===== src/rtl/ovl_change_stim_pkg.sv =====
// Shared types and helpers for the change-checker stimulus generator: FSM states,
// offset-field width and the reference verdict on whether the checker must fire.
`ifndef OVL_IGNORE_NEW_START
`define OVL_IGNORE_NEW_START 0
`endif
`ifndef OVL_RESET_ON_NEW_START
`define OVL_RESET_ON_NEW_START 1
`endif
`ifndef OVL_ERROR_ON_NEW_START
`define OVL_ERROR_ON_NEW_START 2
`endif

package ovl_change_stim_pkg;

    typedef enum logic [1:0] {IDLE, START, WIN, DONE} state_t;

    function automatic int cw_width(input int num_cks);
        return $clog2(2 * num_cks + 2);
    endfunction

    // A restart under RESET_ON_NEW_START opens a fresh window r+1..r+num_cks.
    function automatic logic calc_expect_fire(input int action, input int num_cks,
                                              input int change_at, input int restart_at,
                                              input logic delta_nz);
        logic restart_ok;
        logic resets;
        logic effective;
        int   len;
        int   lo;
        restart_ok = (restart_at >= 1) && (restart_at <= num_cks);
        resets     = restart_ok && (action == `OVL_RESET_ON_NEW_START);
        len        = resets ? restart_at + num_cks : num_cks;
        lo         = resets ? restart_at + 1 : 1;
        effective  = delta_nz && (change_at >= 1) && (change_at <= len);
        if (restart_ok && (action == `OVL_ERROR_ON_NEW_START))
            return 1'b1;
        return !(effective && (change_at >= lo) && (change_at <= lo + num_cks - 1));
    endfunction

endpackage


===== src/rtl/change_stim_window_ctr.sv =====
// Loadable sequence cycle counter; saturates at len+1 and flags window (1..len) and the last window cycle.
// Zero latency on flags: they decode the registered count directly.
module change_stim_window_ctr #(
    parameter int CW = 4
) (
    input  logic          clk,
    input  logic          reset,
    input  logic          load,
    input  logic          en,
    input  logic [CW-1:0] len,
    output logic [CW-1:0] cnt,
    output logic          window,
    output logic          last_cycle
);

    always_ff @(posedge clk or posedge reset) begin
        if (reset)
            cnt <= '0;
        else if (load)
            cnt <= '0;
        else if (en && (cnt <= len))
            cnt <= cnt + 1'b1;
    end

    assign window     = (cnt != '0) && (cnt <= len);
    assign last_cycle = (cnt == len);

endmodule


===== src/rtl/ovl_change_stim_gen.sv =====
// Drives start_event/test_expr into a change checker, one command per sequence, and reports the expected verdict.
// Command accepted only in IDLE; start at A+1, done at L+1, ready again at L+2.
module ovl_change_stim_gen
    import ovl_change_stim_pkg::*;
#(
    parameter int width               = 8,
    parameter int num_cks             = 2,
    parameter int action_on_new_start = `OVL_IGNORE_NEW_START,
    parameter int CW                  = cw_width(num_cks)
) (
    input  logic             clk,
    input  logic             reset,
    input  logic             cmd_valid,
    output logic             cmd_ready,
    input  logic [CW-1:0]    cmd_change_at,
    input  logic [CW-1:0]    cmd_restart_at,
    input  logic [width-1:0] cmd_delta,
    output logic             start_event,
    output logic [width-1:0] test_expr,
    output logic             window,
    output logic             busy,
    output logic             done,
    output logic             expect_fire
);

    localparam logic [CW-1:0] NUM_CKS = CW'(num_cks);

    state_t           state;
    state_t           state_nxt;
    logic [CW-1:0]    cap_change;
    logic [CW-1:0]    cap_restart;
    logic [width-1:0] cap_delta;
    logic [CW-1:0]    seq_len;
    logic [CW-1:0]    cnt;
    logic [CW-1:0]    cnt_inc;
    logic             accept;
    logic             restart_ok;
    logic             change_ok;
    logic             active;
    logic             last_cycle;

    assign cmd_ready  = (state == IDLE) && !reset;
    assign accept     = cmd_valid && cmd_ready;
    assign restart_ok = (cap_restart != '0) && (cap_restart <= NUM_CKS);
    assign seq_len    = (restart_ok && (action_on_new_start == `OVL_RESET_ON_NEW_START))
                        ? cap_restart + NUM_CKS : NUM_CKS;
    assign change_ok  = (cap_change != '0) && (cap_change <= seq_len);
    assign active     = (state == START) || (state == WIN);
    assign cnt_inc    = cnt + 1'b1;

    always_ff @(posedge clk or posedge reset) begin
        if (reset) begin
            cap_change  <= '0;
            cap_restart <= '0;
            cap_delta   <= '0;
        end else if (accept) begin
            cap_change  <= cmd_change_at;
            cap_restart <= cmd_restart_at;
            cap_delta   <= cmd_delta;
        end
    end

    change_stim_window_ctr #(.CW(CW)) u_ctr (
        .clk        (clk),
        .reset      (reset),
        .load       (accept),
        .en         (state != IDLE),
        .len        (seq_len),
        .cnt        (cnt),
        .window     (window),
        .last_cycle (last_cycle)
    );

    always_ff @(posedge clk or posedge reset) begin
        if (reset)
            state <= IDLE;
        else
            state <= state_nxt;
    end

    always_comb begin
        state_nxt = state;
        busy      = 1'b1;
        done      = 1'b0;
        case (state)
            IDLE: begin
                busy = 1'b0;
                if (accept)
                    state_nxt = START;
            end
            START: state_nxt = WIN;
            WIN: begin
                if (last_cycle)
                    state_nxt = DONE;
            end
            DONE: begin
                done      = 1'b1;
                state_nxt = IDLE;
            end
            default: state_nxt = IDLE;
        endcase
    end

    // Outputs are registered, so decide from the cycle number about to begin (cnt_inc).
    always_ff @(posedge clk or posedge reset) begin
        if (reset) begin
            start_event <= 1'b0;
            test_expr   <= '0;
        end else begin
            start_event <= accept || (active && restart_ok && (cnt_inc == cap_restart));
            if (active && change_ok && (cnt_inc == cap_change))
                test_expr <= test_expr ^ cap_delta;
        end
    end

    assign expect_fire = done && calc_expect_fire(action_on_new_start, num_cks,
                                                  int'(cap_change), int'(cap_restart),
                                                  |cap_delta);

endmodule

===== config.mk =====
export PLATFORM = sky130hd
export DESIGN_NAME = ovl_change_stim_gen
export DESIGN_NICKNAME = d
export VERILOG_FILES = /design/src/rtl/ovl_change_stim_pkg.sv /design/src/rtl/change_stim_window_ctr.sv /design/src/rtl/ovl_change_stim_gen.sv
export SDC_FILE = /design/constraint.sdc
export NUM_CORES = 1
export LEC_CHECK = 0
export BUFFER_PORTS_ARGS = -buffer_cell sky130_fd_sc_hd__buf_2
export CORE_MARGIN = 1.5
export CORE_UTILIZATION = 45
export DETAILED_ROUTE_END_ITERATION = 16
export HOLD_SLACK_MARGIN = 0.06
export PLACE_DENSITY = 0.68
export SLEW_MARGIN = 20
export SYNTH_ARGS = -nofsm -noshare
export SYNTH_HDL_FRONTEND = slang
export SYNTH_SLANG_ARGS = --single-unit

===== constraint.sdc =====
create_clock -name clk -period 2.85 [get_ports clk]
set_input_delay 0.855 -clock clk [delete_from_list [all_inputs] [get_ports clk]]
set_output_delay 0.855 -clock clk [all_outputs]
set_load 0.01 [all_outputs]

==> results of run 1 <==
[final timing paths]
| kind | from | endpoint | slack, ns | depth (start not counted) |
|---|---|---|---|---|
| worst max register to register | u_ctr.cnt[0] | test_expr[7] | 0.66 | 5 |
| worst min-delay path | test_expr[3] | test_expr[3] | 0.47 | 1 |
| worst min register to register | test_expr[3] | test_expr[3] | 0.47 | 1 |
| min in group asynchronous | reset | u_ctr.cnt[2] | 0.61 | 3 |
| max in group asynchronous | reset | test_expr[7] | 1.98 | 3 |
| worst max-delay path | u_ctr.cnt[0] | window | 0.39 | 5 |
[worst register-to-register path, delay by kind of cell (launching register included)]
kind                     cells  cell delay [ns]
buffers and inverters        1             0.09
flip-flops                   1             0.49
AO/OA/AOI/OAI                1             0.37
AND/OR/NAND/NOR              1             0.62
adder cells (fa/ha/maj)      1             0.36
XOR/XNOR                     1             0.18
[kinds of logic after synthesis]
| kind of cell | synth area share, % |
|---|---|
| DFF | 49.2 |
| buffers and inverters | 3.16 |
| and+or+nand+nor | 12.1 |
| AOI/OAI and AO/OA | 10.3 |
| adders and majority gates | 6.15 |
| xor gates and xnor gates | 6.67 |
| muxes | 12.5 |
[final cells by class]
type / instances / area share [%]
tap: 44 / 3.31
multi-input combinational: 77 / 40.9
timing repair buffer: 32 / 9.93
sequential: 28 / 42.1
clock buffer: 4 / 2.18
inverter: 7 / 1.58
[through the flow]
| stage | hold slack [ns] | cells | area (um2) | worst slack, ns | utilization, % |
|---|---|---|---|---|---|
| after global routing | 0.489 | 192 | 1660 | 0.272 | 54.9 |
| after floorplan | 0.427 | 115 | 1430 | 0.760 | - |
| after detailed placement | 0.456 | 188 | 1630 | 0.697 | 53.7 |
| after CTS | 0.477 | 192 | 1660 | 0.388 | 54.9 |
| final | 0.474 | 192 | 1660 | 0.391 | 54.9 |
| after global placement | 0.451 | 188 | 1630 | 0.767 | 53.7 |
[flip-flops by register name, summed over array words and instances (netlist names)]
signal / count
cap_restart: 3
u_ctr.cnt: 3
cap_change: 3
test_expr: 8
state: 2
start_event: 1
cap_delta: 8
[power by group]
group | switching, W | internal, W | leakage [nW]
registers | 0.000177 | 0.000585 | 0.344
logic | 0.000423 | 0.000386 | 0.450
clock network | 0.000119 | 0.0000781 | 0.0210
[layer usage]
layer	track usage [%]	routed length, um
met5	0	0
met4	5.52	18
met3	2.18	96
met2	24.6	1160
met1	20.4	1150
[synthesized netlist by cell type]
library cell,n,share of area [%]
or4b_4,1,0.97
xor2_2,1,1.1
nand4b_1,1,0.61
a2111oi_4,1,1.9
nor3b_1,1,0.53
ha_1,7,6.1
nand2b_1,3,1.3
nor2b_1,2,0.88
a2bb2oi_1,1,0.61
o41ai_1,1,0.61
a31oi_1,3,1.3
nor2_1,3,0.79
buf_6,1,0.79
nand2_1,5,1.3
a211oi_1,8,4.2
mux2_2,12,9.5
nor4b_1,1,0.61
nor4_1,2,0.88
xnor2_1,1,0.61
inv_1,7,1.8
a21boi_1,1,0.53
nand3b_1,8,4.2
xor2_1,8,4.9
a22oi_1,1,0.53
mux2i_1,2,1.4
clkbuf_1,2,0.53
a21o_1,1,0.53
mux2_1,2,1.6
dfrtp_1,28,49
==> impl_metrics.env, run 1 <==
export IMPL_ir_drop_mv=0.486
export IMPL_worstSetupPathType="reg -> out"
export IMPL_slowest_stage="dfrtp_1"
export IMPL_routedWlPerCell_um=12.7
export IMPL_drive_gt1_share_pct=34.5
export IMPL_crit_fanout=8
export IMPL_cp_num_buf_inv=2
export IMPL_avgSynthCellArea_um2=12.4
export IMPL_coreArea_um2=3030
export IMPL_period_share_pct=86.3
export IMPL_start_util_pct=47.1
export IMPL_drtIter0Drc=25
export IMPL_finalSetupViolCount=0
export IMPL_clock_latency_ns=0.32
export IMPL_dieHeight_um=59.3
export IMPL_cts_buffer_depth=2
export IMPL_mappedNetlistNets=139
export IMPL_dieWidth_um=59.3
export IMPL_crit_family="flip-flops"
export IMPL_globalplace_congestion=0.819
export IMPL_worst_slew_pin_slew_ns=0.486
export IMPL_first_pass_iters=4
export IMPL_design_portCount=31
export IMPL_via_count=989
export IMPL_grt_max_degree=29
export IMPL_synthDistinctLibCells=29
export IMPL_rows=20
export IMPL_diodes=0
export IMPL_cts_buffers_inserted=3
export IMPL_path_cells="inv_1 > ha_1 > nand2b_1 > nor3b_1 > buf_2"
export IMPL_io_buffer_count=30
export IMPL_die_area_um2=3510
export IMPL_mostFrequentLayoutCells="30 x buf_2, 28 x dfrtp_1, 12 x mux2_2"
export IMPL_antenna_found_initial=0
export IMPL_clock_sinks=28
export IMPL_root_buffer="clkbuf_4"
export IMPL_remaining_drc_errors=0
export IMPL_drv_slew=0
export IMPL_total_power_w=0.00177
export IMPL_clkTransAtPathRegs_ns=0.15
export IMPL_multi_input_area_um2=679
export IMPL_layout_commonest_cell="buf_2"
export IMPL_max_slew_margin_pct=67.6
export IMPL_outcome="complete, no violations"
export IMPL_holdCritPathClass="reg -> reg"
export IMPL_worst_setup_path_start_kind="register"
export IMPL_p_leak_nw=0.815
export IMPL_cts_setup_buffers=0
export IMPL_totalWireLength_um=2430
export IMPL_arrival_ns=1.60
export IMPL_period_needed_ns=2.46
export IMPL_finalSetupTns_ns=0
export IMPL_cts_tree="done"
export IMPL_ff_latch_area_um2=701
export IMPL_fin_skew_ns=0.00419
export IMPL_ant_nets=0
export IMPL_cpPeakStageDelay_ns=0.49
export IMPL_grt_pass1_vias=970
export IMPL_max_cap_violations=0
export IMPL_viasPerCell=5.15
export IMPL_fmax_mhz=407
export IMPL_hpwl_um=1920
export IMPL_grt_pass1_wl_um=4130
export IMPL_rsz0062_at_grt="no"
export IMPL_ctsResizeCount=0
export IMPL_area_growth_pct=16.7
export IMPL_nets=173
export IMPL_end_kind="primary output"
export IMPL_synth_seq_cells=28
export IMPL_ys_warn_count=0
export IMPL_cts_htree_levels=1
export IMPL_syn_inst=115
export IMPL_gr_total_overflow=0
export IMPL_fillers=262
export IMPL_hold_violations=0
export IMPL_ys_seq_area_share_pct=49.2
export IMPL_cts_hold_buf=0
export IMPL_crit_required_ns=2.00
export IMPL_synth_area_um2=1430
export IMPL_power_density_nw_per_um2=1060
export IMPL_grtUsageTotal_pct=15.1
No activity file was read; power rests on OpenSTA's default activity.
==> inputs of run 2 (changes only) <==
--- a/config.mk
+++ b/config.mk
@@ -6,7 +6,6 @@
 export NUM_CORES = 1
 export LEC_CHECK = 0
 export BUFFER_PORTS_ARGS = -buffer_cell sky130_fd_sc_hd__buf_2
-export CORE_MARGIN = 1.5
 export CORE_UTILIZATION = 45
 export DETAILED_ROUTE_END_ITERATION = 16
 export HOLD_SLACK_MARGIN = 0.06
==> run 2 against run 1 <==
  * Final cell count unchanged
  * Via count fell by 1.2%
  * Sequential share of layout area fell by 0.41 points
  * Critical path type unchanged
  * Die area fell by 3.3%
  * Register-to-register slack hardly changed
  * Worst hold slack improved by 0.00074 ns
==> impl_metrics.env, run 2 (synthesis gave the netlist of run 1 again) <==
export IMPL_drv_slew=0
export IMPL_final_cells=192
export IMPL_coreArea_um2=3030
export IMPL_io_buffer_count=30
export IMPL_cts_buffer_depth=2
export IMPL_utilization_pct=55.5
export IMPL_cts_htree_levels=1
export IMPL_finalSetupTns_ns=0
export IMPL_dp_cells=188
export IMPL_end_kind="primary output"
export IMPL_max_slew_margin_pct=67.1
export IMPL_rows=20
export IMPL_start_util_pct=47.1
export IMPL_cts_buffers_inserted=3
export IMPL_top_layer="met4"
export IMPL_rsz0062_at_grt="no"
export IMPL_grt_pass1_wl_um=4340
export IMPL_crit_fanout=8
export IMPL_totalWireLength_um=2560
export IMPL_area_growth_pct=17.8
export IMPL_worstSetupStartpoint="u_ctr.cnt[0]"
export IMPL_remaining_drc_errors=0
export IMPL_clkTransAtPathRegs_ns=0.15
export IMPL_ctsResizeCount=0
export IMPL_worst_setup_path_start_kind="register"
export IMPL_hpwl_um=1950
export IMPL_finalSetupViolCount=0
export IMPL_grtUsageTotal_pct=16.7
export IMPL_root_buffer="clkbuf_4"
export IMPL_layout_commonest_cell="buf_2"
export IMPL_viasPerCell=5.09
export IMPL_cts_tree="done"
export IMPL_globalplace_congestion=0.829
export IMPL_cts_hold_buf=0
export IMPL_p_leak_nw=0.822
export IMPL_die_area_um2=3400
export IMPL_hold_start="test_expr[0]"
export IMPL_power_density_nw_per_um2=1100
export IMPL_fin_skew_ns=0.00376
export IMPL_antenna_found_initial=0
export IMPL_cts_setup_buffers=0
export IMPL_via_count=977
export IMPL_grt_max_degree=29
export IMPL_period_needed_ns=2.47
export IMPL_fmax_mhz=405
export IMPL_hold_violations=0
export IMPL_clock_sinks=28
export IMPL_diodes=0
export IMPL_fillers=254
export IMPL_route_met3_wl_um=76
export IMPL_grt_pass1_vias=996
export IMPL_arrival_ns=1.61
export IMPL_clock_latency_ns=0.33
export IMPL_max_cap_violations=0
export IMPL_nets=173
export IMPL_dieWidth_um=58.3
export IMPL_drtIter0Drc=27
export IMPL_worstSetupPathType="reg -> out"
export IMPL_outcome="complete, no violations"
export IMPL_holdCritPathClass="reg -> reg"
export IMPL_total_power_w=0.00185
export IMPL_mostFrequentLayoutCells="30 x buf_2, 28 x dfrtp_1, 12 x mux2_2"
export IMPL_top_regs="cap_delta x8, test_expr x8"
export IMPL_dieHeight_um=58.3
export IMPL_gr_total_overflow=0
export IMPL_drive_gt1_share_pct=34.5
export IMPL_first_pass_iters=4
export IMPL_worst_slew_pin_slew_ns=0.493
export IMPL_ir_drop_mv=0.492
export IMPL_route_met2_wl_um=1220
export IMPL_period_share_pct=86.6
export IMPL_ant_nets=0
export IMPL_r2r_start="u_ctr.cnt[0]"
export IMPL_crit_required_ns=2.00
export IMPL_drt_met1_wl_um=1220
export IMPL_design_portCount=31
export IMPL_routedWlPerCell_um=13.3
## run 2: power breakdown
group	switching, W	internal (W)
registers	0.000180	0.000585
clock network	0.000121	0.000142
logic	0.000434	0.000387
## run 2: metal layers
layer | GRT usage (%) | up-vias
li1 | - | 480
met1 | 21.6 | 472
met2 | 27.8 | 20
met3 | 2.68 | 5
met4 | 7.14 | 0
met5 | 0 | -
## run 2: worst max-delay path, cell delays in order, from the launching register on
cell and delay (ns):
dfrtp_1 0.50, inv_1 0.10, ha_1 0.23, nand2b_1 0.17, nor3b_1 0.14, buf_2 0.14
## run 2: final cells by class
type / instances / area (um2) / area share [%]
Clock inverter: 1 / 30.0 / 1.79
Timing Repair Buffer: 32 / 165 / 9.84
Multi-Input combinational cell: 77 / 679 / 40.5
Tap cell: 44 / 55.1 / 3.28
Sequential cell: 28 / 701 / 41.7
Clock buffer: 3 / 22.5 / 1.34
Inverter: 7 / 26.3 / 1.56
## run 2: final timing paths
| kind | endpoint | slack, ns | cells after the start |
|---|---|---|---|
| max in group asynchronous | u_ctr.cnt[1] | 1.98 | 3 |
| min in group asynchronous | state[1] | 0.60 | 3 |
| worst min-delay path | test_expr[0] | 0.47 | 1 |
| worst max-delay path | window | 0.38 | 5 |
| worst min register to register | test_expr[0] | 0.47 | 1 |
| worst max register to register | test_expr[7] | 0.65 | 5 |
## run 2: stage by stage
stage          hold slack, ns  instance area, um2  worst slack, ns
2_1_floorplan           0.427                1430            0.760
3_3_place_gp            0.450                1630            0.766
3_5_place_dp            0.458                1630            0.692
4_1_cts                 0.481                1680            0.374
5_1_grt                 0.498                1680            0.272
6_report                0.475                1680            0.381
